==> config.mk <==
export PLATFORM = sky130hd
export DESIGN_NAME = fp32_pack
export DESIGN_NICKNAME = d
export VERILOG_FILES = /design/src/rtl/fp32_pack.sv
export SDC_FILE = /design/constraint.sdc
export NUM_CORES = 1
export LEC_CHECK = 0
export CORE_AREA = 8 8 110 112
export DETAILED_ROUTE_END_ITERATION = 16
export DIE_AREA = 0 0 118 120
export DONT_BUFFER_PORTS = 1
export PLACE_DENSITY = 0.81
export SLEW_MARGIN = 10
export SYNTH_ARGS = -nofsm -noshare
export SYNTH_HDL_FRONTEND = slang
export SYNTH_SLANG_ARGS = --single-unit
==> constraint.sdc <==
create_clock -name clk -period 8.28 [get_ports clk]
set_input_delay 0.828 -clock clk [delete_from_list [all_inputs] [get_ports clk]]
set_output_delay 0.828 -clock clk [all_outputs]
set_load 0.01 [all_outputs]
==> src/rtl/fp32_pack.sv <==
// Final stage of the fp32 multiplier: normalizes the raw 48-bit significand product,
// rounds to nearest-even and packs the sign, exponent and fraction into a binary32 word.
module fp32_pack #(
  parameter int          EXP_W = 10,
  parameter logic [31:0] QNAN  = 32'h7FC0_0000
) (
  input  logic             clk,
  input  logic             rst,
  input  logic             in_valid,
  output logic             in_ready,
  input  logic             in_sign,
  input  logic [EXP_W-1:0] in_exp,
  input  logic [47:0]      in_mant,
  input  logic             in_nan,
  input  logic             in_inf,
  input  logic             in_zero,
  output logic             out_valid,
  input  logic             out_ready,
  output logic [31:0]      output_z,
  output logic             out_inexact
);

  // state | meaning
  // IDLE  | waiting for an operand bundle, in_ready high
  // NORM  | one-bit-per-cycle normalization of the mantissa
  // ROUND | round-to-nearest-even and pack
  // DONE  | result held until the consumer takes it
  typedef enum logic [1:0] {IDLE, NORM, ROUND, DONE} state_t;

  localparam logic signed [EXP_W-1:0] ZERO    = '0;
  localparam logic signed [EXP_W-1:0] ONE     = EXP_W'(1);
  localparam logic signed [EXP_W-1:0] EXP_MAX = EXP_W'(255);

  state_t                  state_q;
  logic                    sign_q;
  logic signed [EXP_W-1:0] exp_q;
  logic [47:0]             mant_q;
  logic                    sticky_q;
  logic                    out_valid_q;
  logic [31:0]             z_q;
  logic                    inexact_q;

  logic [22:0]             frac_d;
  logic                    guard_d;
  logic                    sticky_d;
  logic                    round_up_d;
  logic [22:0]             frac_rnd_d;
  logic signed [EXP_W-1:0] exp_rnd_d;

  always_comb begin
    frac_d     = mant_q[45:23];
    guard_d    = mant_q[22];
    sticky_d   = sticky_q | (|mant_q[21:0]);
    round_up_d = guard_d & (sticky_d | frac_d[0]);
    frac_rnd_d = frac_d + {22'b0, round_up_d};
    // an all-ones fraction rounding up carries into the exponent
    exp_rnd_d  = exp_q + ((round_up_d && (&frac_d)) ? ONE : ZERO);
  end

  always_ff @(posedge clk) begin
    if (rst) begin
      state_q     <= IDLE;
      sign_q      <= 1'b0;
      exp_q       <= ZERO;
      mant_q      <= '0;
      sticky_q    <= 1'b0;
      out_valid_q <= 1'b0;
      z_q         <= '0;
      inexact_q   <= 1'b0;
    end else begin
      case (state_q)
        IDLE: begin
          if (in_valid) begin
            sign_q    <= in_sign;
            exp_q     <= in_exp;
            mant_q    <= in_mant;
            sticky_q  <= 1'b0;
            inexact_q <= 1'b0;
            if (in_nan) begin
              z_q     <= QNAN;
              state_q <= DONE;
            end else if (in_inf) begin
              z_q     <= {in_sign, 8'hFF, 23'h0};
              state_q <= DONE;
            end else if (in_zero) begin
              z_q     <= {in_sign, 31'h0};
              state_q <= DONE;
            end else begin
              state_q <= NORM;
            end
          end
        end
        NORM: begin
          if (mant_q == 48'h0) begin
            z_q         <= {sign_q, 31'h0};
            out_valid_q <= 1'b1;
            state_q     <= DONE;
          end else if (mant_q[47]) begin
            sticky_q <= sticky_q | mant_q[0];
            mant_q   <= mant_q >> 1;
            exp_q    <= exp_q + ONE;
          end else if (exp_q <= ZERO) begin
            z_q         <= {sign_q, 31'h0};
            inexact_q   <= 1'b1;
            out_valid_q <= 1'b1;
            state_q     <= DONE;
          end else if (mant_q[46]) begin
            state_q <= ROUND;
          end else begin
            mant_q <= mant_q << 1;
            exp_q  <= exp_q - ONE;
          end
        end
        ROUND: begin
          if (exp_rnd_d >= EXP_MAX) z_q <= {sign_q, 8'hFF, 23'h0};
          else                      z_q <= {sign_q, exp_rnd_d[7:0], frac_rnd_d};
          inexact_q   <= guard_d | sticky_d;
          out_valid_q <= 1'b1;
          state_q     <= DONE;
        end
        DONE: begin
          // specials arrive here with out_valid low and raise it one cycle later
          if (!out_valid_q) begin
            out_valid_q <= 1'b1;
          end else if (out_ready) begin
            out_valid_q <= 1'b0;
            state_q     <= IDLE;
          end
        end
        default: state_q <= IDLE;
      endcase
    end
  end

  assign in_ready    = (state_q == IDLE);
  assign out_valid   = out_valid_q;
  assign output_z    = z_q;
  assign out_inexact = inexact_q;

endmodule

==> results.md, run 1 <==
* Status: finished clean
* WL/cell at approximately 19 um
* Clock tree root buffer cell: clkbuf_8
* Final setup fails at 0
* CP Class: reg2reg
* Die ar. at around 0.014 sq mm
* Htree depth at 3
* Storage cell area at 0.001922 sq mm
* Fill cells at approximately 950
* Area Growth Syn to Fin at 2.898%
* Maxcap violations at 0
* Setup repair bufs after CTS at 0
* CP arrival at 5.20 ns
* DRC viols at 0
* Layout cell share with drive strength beyond 1 at 0.07052
* CTS hold repair buffers at 0
* Via density at roughly 6.5
* Relative slew margins at 0.2341
* Vias in the first global route at approximately 5200
* CTS sink cnt at 96
* Clock share of power at 0.118
* Ys flop type: dfxtp_1
* Grt met3 use at 0.05308
* Footprint of the multi-input gates at 0.003775 sq mm
* Nets@finish at 788
* Leakage at approximately 2.3 nW
* Cells after synthesis at about 750
* Worst-Margin Slew at between 1 and 1.5 ns
* Chip Height at 120 um
* Cell Area, Synth at between 0.006 and 0.007 sq mm
* Cell row count at 38
* Int Pwr at between 1 and 1.5 mW
* Critical Path RT at 8.47 ns
* DP Area at around 0.0060 sq mm
* Synthesis Warnings at 0
* Total CTS buffers at 9
* Final ANT Viol Nets at 0
* Synthesis-stage register bit count at 96
* Area of the core at ~0.011 sq mm
* Final WL at between 15000 and 20000 um
* Total number of vias at 5484
* Most common cell after layout, fill and taps aside: nor2_1
* Largest net degree at the start of global routing at 90
* Worst setup EP type: flop
* Global-route usage over all layers at 0.2205
* Seq/Total Area, Yosys at 0.3203
* GRT busiest layer: met2
* Post-synth net total at approximately 830
* Tot Pwr at ~2.4 mW
* Initial antenna violation count at 0
* Setup tns final at 0 ns
* Die X at 118 um
* Ys async rst share at 0
* Power density over cell area at between 300 and 400 mW/mm^2
* Final GP Congestion at 0.8726
* Library cells used by synthesis at 52
* Clock Tree Buf Depth at 2
* Syn Area/Cell at about 8.0 sq um
* Final Hold Viols at 0
* Finished Cell Area at between 0.006 and 0.007 sq mm
* Shortest period the worst path allows at approximately 5 ns
* Clock transition at the registers of the reported paths at around 0.1 ns
* Placed insts at 833
* Final Non-Filler Cells at 849
* Max Freq at roughly 200 MHz
* Fin crit share at 0.6043
* Initial detailed-routing violation count at 546
* Initial Util at 0.5711
* Worst-path fanout max at 21
* EDFF count, synth at 0
* Grt met2 use at 0.3394
* Port bufs at 0
* Post-cts sizing count at 0
* First-pass GRT wire length at approximately 26000 um
* Detailed Place HPWL at 11310 um
* Startpoint Class: flop
* N_diodes at 0
* Final Max Tran Viols at 0
* Worst vdd ir at around 0.17 mV
* Comb pwr share at 0.524
* Net Sw Frac at 0.4814
* Unrepaired setup endpoints after global routing: false
* DRT Pass-1 Iters at 5
* IO Pins at about 100
* Clock latency on the worst-skew pair at about 0.38 ns
* Most frequent cells in the layout: 154 x nor2_1, 96 x dfxtp_1, 54 x mux2i_1, 50 x nand2_1, 42 x a21oi_1
* Layout Skew at ~0.016 ns
* Hold Worst Slack at around 0.46 ns
* CTS tree: built
* Met1 Use GR at 0.2911
* Hold crit path type: reg2reg
* Final worst slack at 3.277 ns
* Final Util at 0.5876
* Flop pwr share at 0.358
* Net Sw Power at ~1.2 mW
* Placement Setup Slack at approximately 3.3 ns
* GRT Residual Overflow at 0
power groups by stage:
stage	combinational (mW)	clock (mW)	sequential (mW)
after CTS	1.25	0.289	0.855
after detailed placement	1.24	0	0.865
final	1.26	0.284	0.862
after global placement	1.20	0	0.851
after global routing	1.39	0.306	0.889
after floorplan	1.09	0	0.749
final timing paths:
check | startpoint | depth (start not counted) | slack [ns] | end
setup / recovery | mant_q[33] | 13 | 3.28 | output_z[14]
hold / removal | sign_q | 2 | 0.46 | sign_q
setup reg to reg | mant_q[33] | 13 | 3.28 | output_z[14]
hold reg to reg | sign_q | 2 | 0.46 | sign_q
state kept, by name (all words and copies together), names as in the netlist:
signal       cells
mant_q          48
out_inexact      1
out_valid        1
sign_q           1
sticky_q         1
exp_q           10
output_z        32
state_q          2
cell families after synthesis:
logic type,share of synthesized area
DFF,0.3203
AOI/OAI and AO/OA,0.2352
xor gates and xnor gates,0.04671
and+or+nand+nor,0.2154
muxes,0.09008
adders and majority gates,0.03878
buffers and inverters,0.05359
cell usage after synthesis, drive strengths merged (2+ instances only):
cell,count,share of area
nor2,155,0.097
dfxtp,96,0.32
mux2i,54,0.090
clkbuf,52,0.033
nand2,50,0.031
a21oi,42,0.035
a221oi,35,0.051
o21ai,22,0.018
o32ai,22,0.053
inv,19,0.012
xor2,19,0.028
ha,17,0.035
nand3,17,0.014
and3,16,0.017
nor4,15,0.016
xnor2,13,0.019
buf,12,0.0092
nand4,12,0.013
a211oi,11,0.014
a311oi,7,0.010
nor3,7,0.0058
a31oi,5,0.0052
and4,5,0.0073
a2111oi,4,0.0090
a21boi,4,0.0050
a21o,3,0.0038
a2bb2oi,3,0.0044
and2,3,0.0031
o211ai,3,0.0038
o21bai,3,0.0038
nand2b,2,0.0021
o221a,2,0.0038
o31ai,2,0.0025
or2,2,0.0021
or3,2,0.0021
worst max-delay path, cell delays in order, from the launching register on:
cell       delay [ns]
dfxtp_1          0.50
and4_1           0.31
and3_1           0.21
and3_1           0.21
nand3_1          0.08
nor4_1           0.42
ha_1             0.32
ha_1             0.31
nand3_1          0.19
or3_1            0.37
a2111oi_0        0.52
a2bb2o_1         0.36
nand3_1          0.78
o32ai_1          0.24
final cells by class:
cell class,instances,share of cell area
Clock buffer,10,0.02067
Clock inverter,6,0.007092
Inverter,19,0.01155
Multi-Input combinational cell,570,0.6113
Sequential cell,96,0.3112
Tap cell,140,0.02837
Timing Repair Buffer,8,0.009726
layer usage:
layer  wire (um)  up-vias
met5           0        -
met4         377        0
met3        1382       30
met2        7236      248
met1        7108     2573
li1            -     2633
(Power assumes the default switching activity.)
==> run 2, diff against run 1 <==
- clock period: 8.28 -> 4.65 ns (I/O delays scaled with it)
==> run 2 against run 1 <==
Against the previous run: critical path depth increased by 1; clock power increased to 2.5 times the previous value; sequential power increased by 76%; total power increased by 87%; largest power group unchanged.
==> results.md, run 2 (synthesized netlist as in run 1, its figures left out) <==
* Cell row count at 38 (unchanged)
* Maxcap violations at 0 (unchanged)
* Worst vdd ir at 0.3475 mV (was 0.1674 mV)
* Die ar. at 0.01416 sq mm (unchanged)
* Flop pwr share at 0.339 (was 0.358)
* Critical Path RT at 4.88 ns (was 8.47 ns)
* Relative slew margins at 0.3480 (was 0.2341)
* Worst-path fanout max at 21 (unchanged)
* Int Pwr at 2.451 mW (was 1.247 mW)
* Power density over cell area at 715.3 mW/mm^2 (was 389.4 mW/mm^2)
* Worst-Margin Slew at 0.9770 ns (was 1.146 ns)
* Status: finished clean (unchanged)
* Port bufs at 0 (unchanged)
* Area Growth Syn to Fin at 4.733% (was 2.898%)
* Clock transition at the registers of the reported paths at 0.09 ns (was 0.10 ns)
* Slowest stage cell, crit path: dfxtp_1 (was nand3_1)
* Chip Height at 120 um (unchanged)
* Layout cell share with drive strength beyond 1 at 0.07465 (was 0.07052)
* CP Class: reg2reg (unchanged)
* Leakage at 2.310 nW (was 2.256 nW)
* CP arrival at 4.58 ns (was 5.20 ns)
* Startpoint Class: flop (unchanged)
* Net Sw Frac at 0.4547 (was 0.4814)
* Unrepaired setup endpoints after global routing: false (unchanged)
* Initial detailed-routing violation count at 472 (was 546)
* Die X at 118 um (unchanged)
* Nets@finish at 789 (was 788)
* Global-route usage over all layers at 0.2153 (was 0.2205)
* Fill cells at 928 (was 947)
* Final GP Congestion at 0.9374 (was 0.8726)
* IO Pins at 101 (unchanged)
* Top cell by count, worst path: nand3_1 (unchanged)
* Cell family with most CP delay: simple AND/OR/NAND/NOR gates (unchanged)
* Final worst slack at 0.2978 ns (was 3.277 ns)
* Largest register FFs at 48 (unchanged)
* Post-cts sizing count at 0 (unchanged)
* Total CTS buffers at 9 (unchanged)
* Fin crit share at 0.9360 (was 0.6043)
* N_diodes at 0 (unchanged)
* GRT Residual Overflow at 0 (unchanged)
* Initial antenna violation count at 0 (unchanged)
* Worst path max stage delay at 0.49 ns (was 0.78 ns)
* CTS tree: built (unchanged)
* DRT Pass-1 Iters at 5 (unchanged)
* Net Sw Power at 2.044 mW (was 1.158 mW)
* Final WL at 15690 um (was 16110 um)
* Htree depth at 3 (unchanged)
* Area of the core at 0.01051 sq mm (unchanged)
* Vias in the first global route at 5079 (was 5235)
* Max Freq at 229.8 MHz (was 199.9 MHz)
* Final setup fails at 0 (unchanged)
* CTS hold repair buffers at 0 (unchanged)
* Top reg by flops: mant_q (unchanged)
* Clock Tree Buf Depth at 2 (unchanged)
* Setup repair bufs after CTS at 0 (unchanged)
* Final ANT Viol Nets at 0 (unchanged)
* Shortest period the worst path allows at 4.352 ns (was 5.003 ns)
* Most frequent cells in the layout: 154 x nor2_1, 96 x dfxtp_1, 54 x mux2i_1, 50 x nand2_1, 42 x a21oi_1 (unchanged)
* Initial Util at 0.5711 (unchanged)
* DRC viols at 0 (unchanged)
* Worst setup EP type: flop (unchanged)
* WP buf/inv at 1 (was 0)
* Clock latency on the worst-skew pair at 0.37 ns (was 0.38 ns)
* WL/cell at 18.45 um (was 18.97 um)
* Most common cell after layout, fill and taps aside: nor2_1 (unchanged)
* Clock share of power at 0.160 (was 0.118)
* Placement Setup Slack at 0.2164 ns (was 3.294 ns)
* First-pass GRT wire length at 25620 um (was 26280 um)
* Final Hold Viols at 0 (unchanged)
* Largest net degree at the start of global routing at 90 (unchanged)
* Total number of vias at 5463 (was 5484)
* Layout Skew at 0.007331 ns (was 0.01649 ns)
* CTS sink cnt at 96 (unchanged)
* Setup tns final at 0 ns (unchanged)
* Comb pwr share at 0.501 (was 0.524)
* Via density at 6.427 (was 6.459)
* Clock tree root buffer cell: clkbuf_8 (unchanged)
* Hold crit path type: in2reg (was reg2reg)
* Final Max Tran Viols at 0 (unchanged)
* Worst-path cell chain: and4_1 -> and3_1 -> and3_1 -> nand3_1 -> nor4_1 -> ha_1 -> ha_1 -> nand3_1 -> or3_1 -> a2111oi_2 -> a2bb2o_1 -> nand3_1 -> buf_4 -> o32ai_2 (was and4_1 -> and3_1 -> and3_1 -> nand3_1 -> nor4_1 -> ha_1 -> ha_1 -> nand3_1 -> or3_1 -> a2111oi_0 -> a2bb2o_1 -> nand3_1 -> o32ai_1)
* Detailed Place HPWL at 11040 um (was 11310 um)
[run 2: path summary, 6_finish.rpt]
kind                    from  slack, ns      endpoint  depth (start not counted)
setup / recovery  mant_q[33]       0.30  output_z[20]                         14
hold / removal           rst       0.16        sign_q                          1
setup reg to reg  mant_q[33]       0.30  output_z[20]                         14
hold reg to reg       sign_q       0.46        sign_q                          2
[run 2: final cells by class]
type / count / area, sq um / share of cell area
clock buffers: 10 / 137.6 / 0.02190
multi-input cells: 570 / 3781 / 0.6016
well taps: 140 / 175.2 / 0.02787
inverters: 19 / 71.32 / 0.01135
clock inverters: 6 / 130.1 / 0.02070
repair buffers: 9 / 67.56 / 0.01075
flip-flops and latches: 96 / 1922 / 0.3058
[run 2: metal layers]
metal | global-route usage | up-vias | wire length, um
li1 | - | 2630 | -
met3 | 0.05965 | 26 | 1413
met1 | 0.2833 | 2575 | 6969
met2 | 0.3301 | 232 | 6987
met4 | 0.08086 | 0 | 315
met5 | 0 | - | 0
[run 2: power by group through the flow]
stage / logic [mW] / clock network, mW / registers [mW]
2_1_floorplan: 1.94 / 0 / 1.33
3_3_place_gp: 2.15 / 0 / 1.51
3_5_place_dp: 2.23 / 0 / 1.53
4_1_cts: 2.24 / 0.725 / 1.51
5_1_grt: 2.50 / 0.759 / 1.57
6_report: 2.25 / 0.718 / 1.52
[run 2: stage by stage]
stage | power (mW) | hold WS (ns) | utilization | std cells | instance area (sq um)
floorplan | 3.273 | 0.4368 | - | 749 | 6001
global placement | 3.660 | 0.4373 | 0.5720 | 834 | 6011
detailed placement | 3.760 | 0.4464 | 0.5720 | 834 | 6011
CTS | 4.477 | 0.1507 | 0.5975 | 850 | 6279
global route | 4.828 | 0.1401 | 0.5981 | 850 | 6285
finish | 4.495 | 0.1624 | 0.5981 | 850 | 6285
==> run 3, diff against run 2 <==
--- a/config.mk
+++ b/config.mk
@@ -12,3 +12,2 @@
 export PLACE_DENSITY = 0.81
-export SLEW_MARGIN = 10
 export SYNTH_ARGS = -nofsm -noshare
==> constraint.sdc (replaced) <==
create_clock -name clk -period 4.65 [get_ports clk]
set_input_delay 0.6975 -clock clk [delete_from_list [all_inputs] [get_ports clk]]
set_output_delay 0.6975 -clock clk [all_outputs]
set_load 0.01 [all_outputs]
==> results of run 3 <==
The final DEF is identical to that of run 2. Status: finished clean.
Among the figures that moved: hold slack 0.1624 ns -> 0.3949 ns
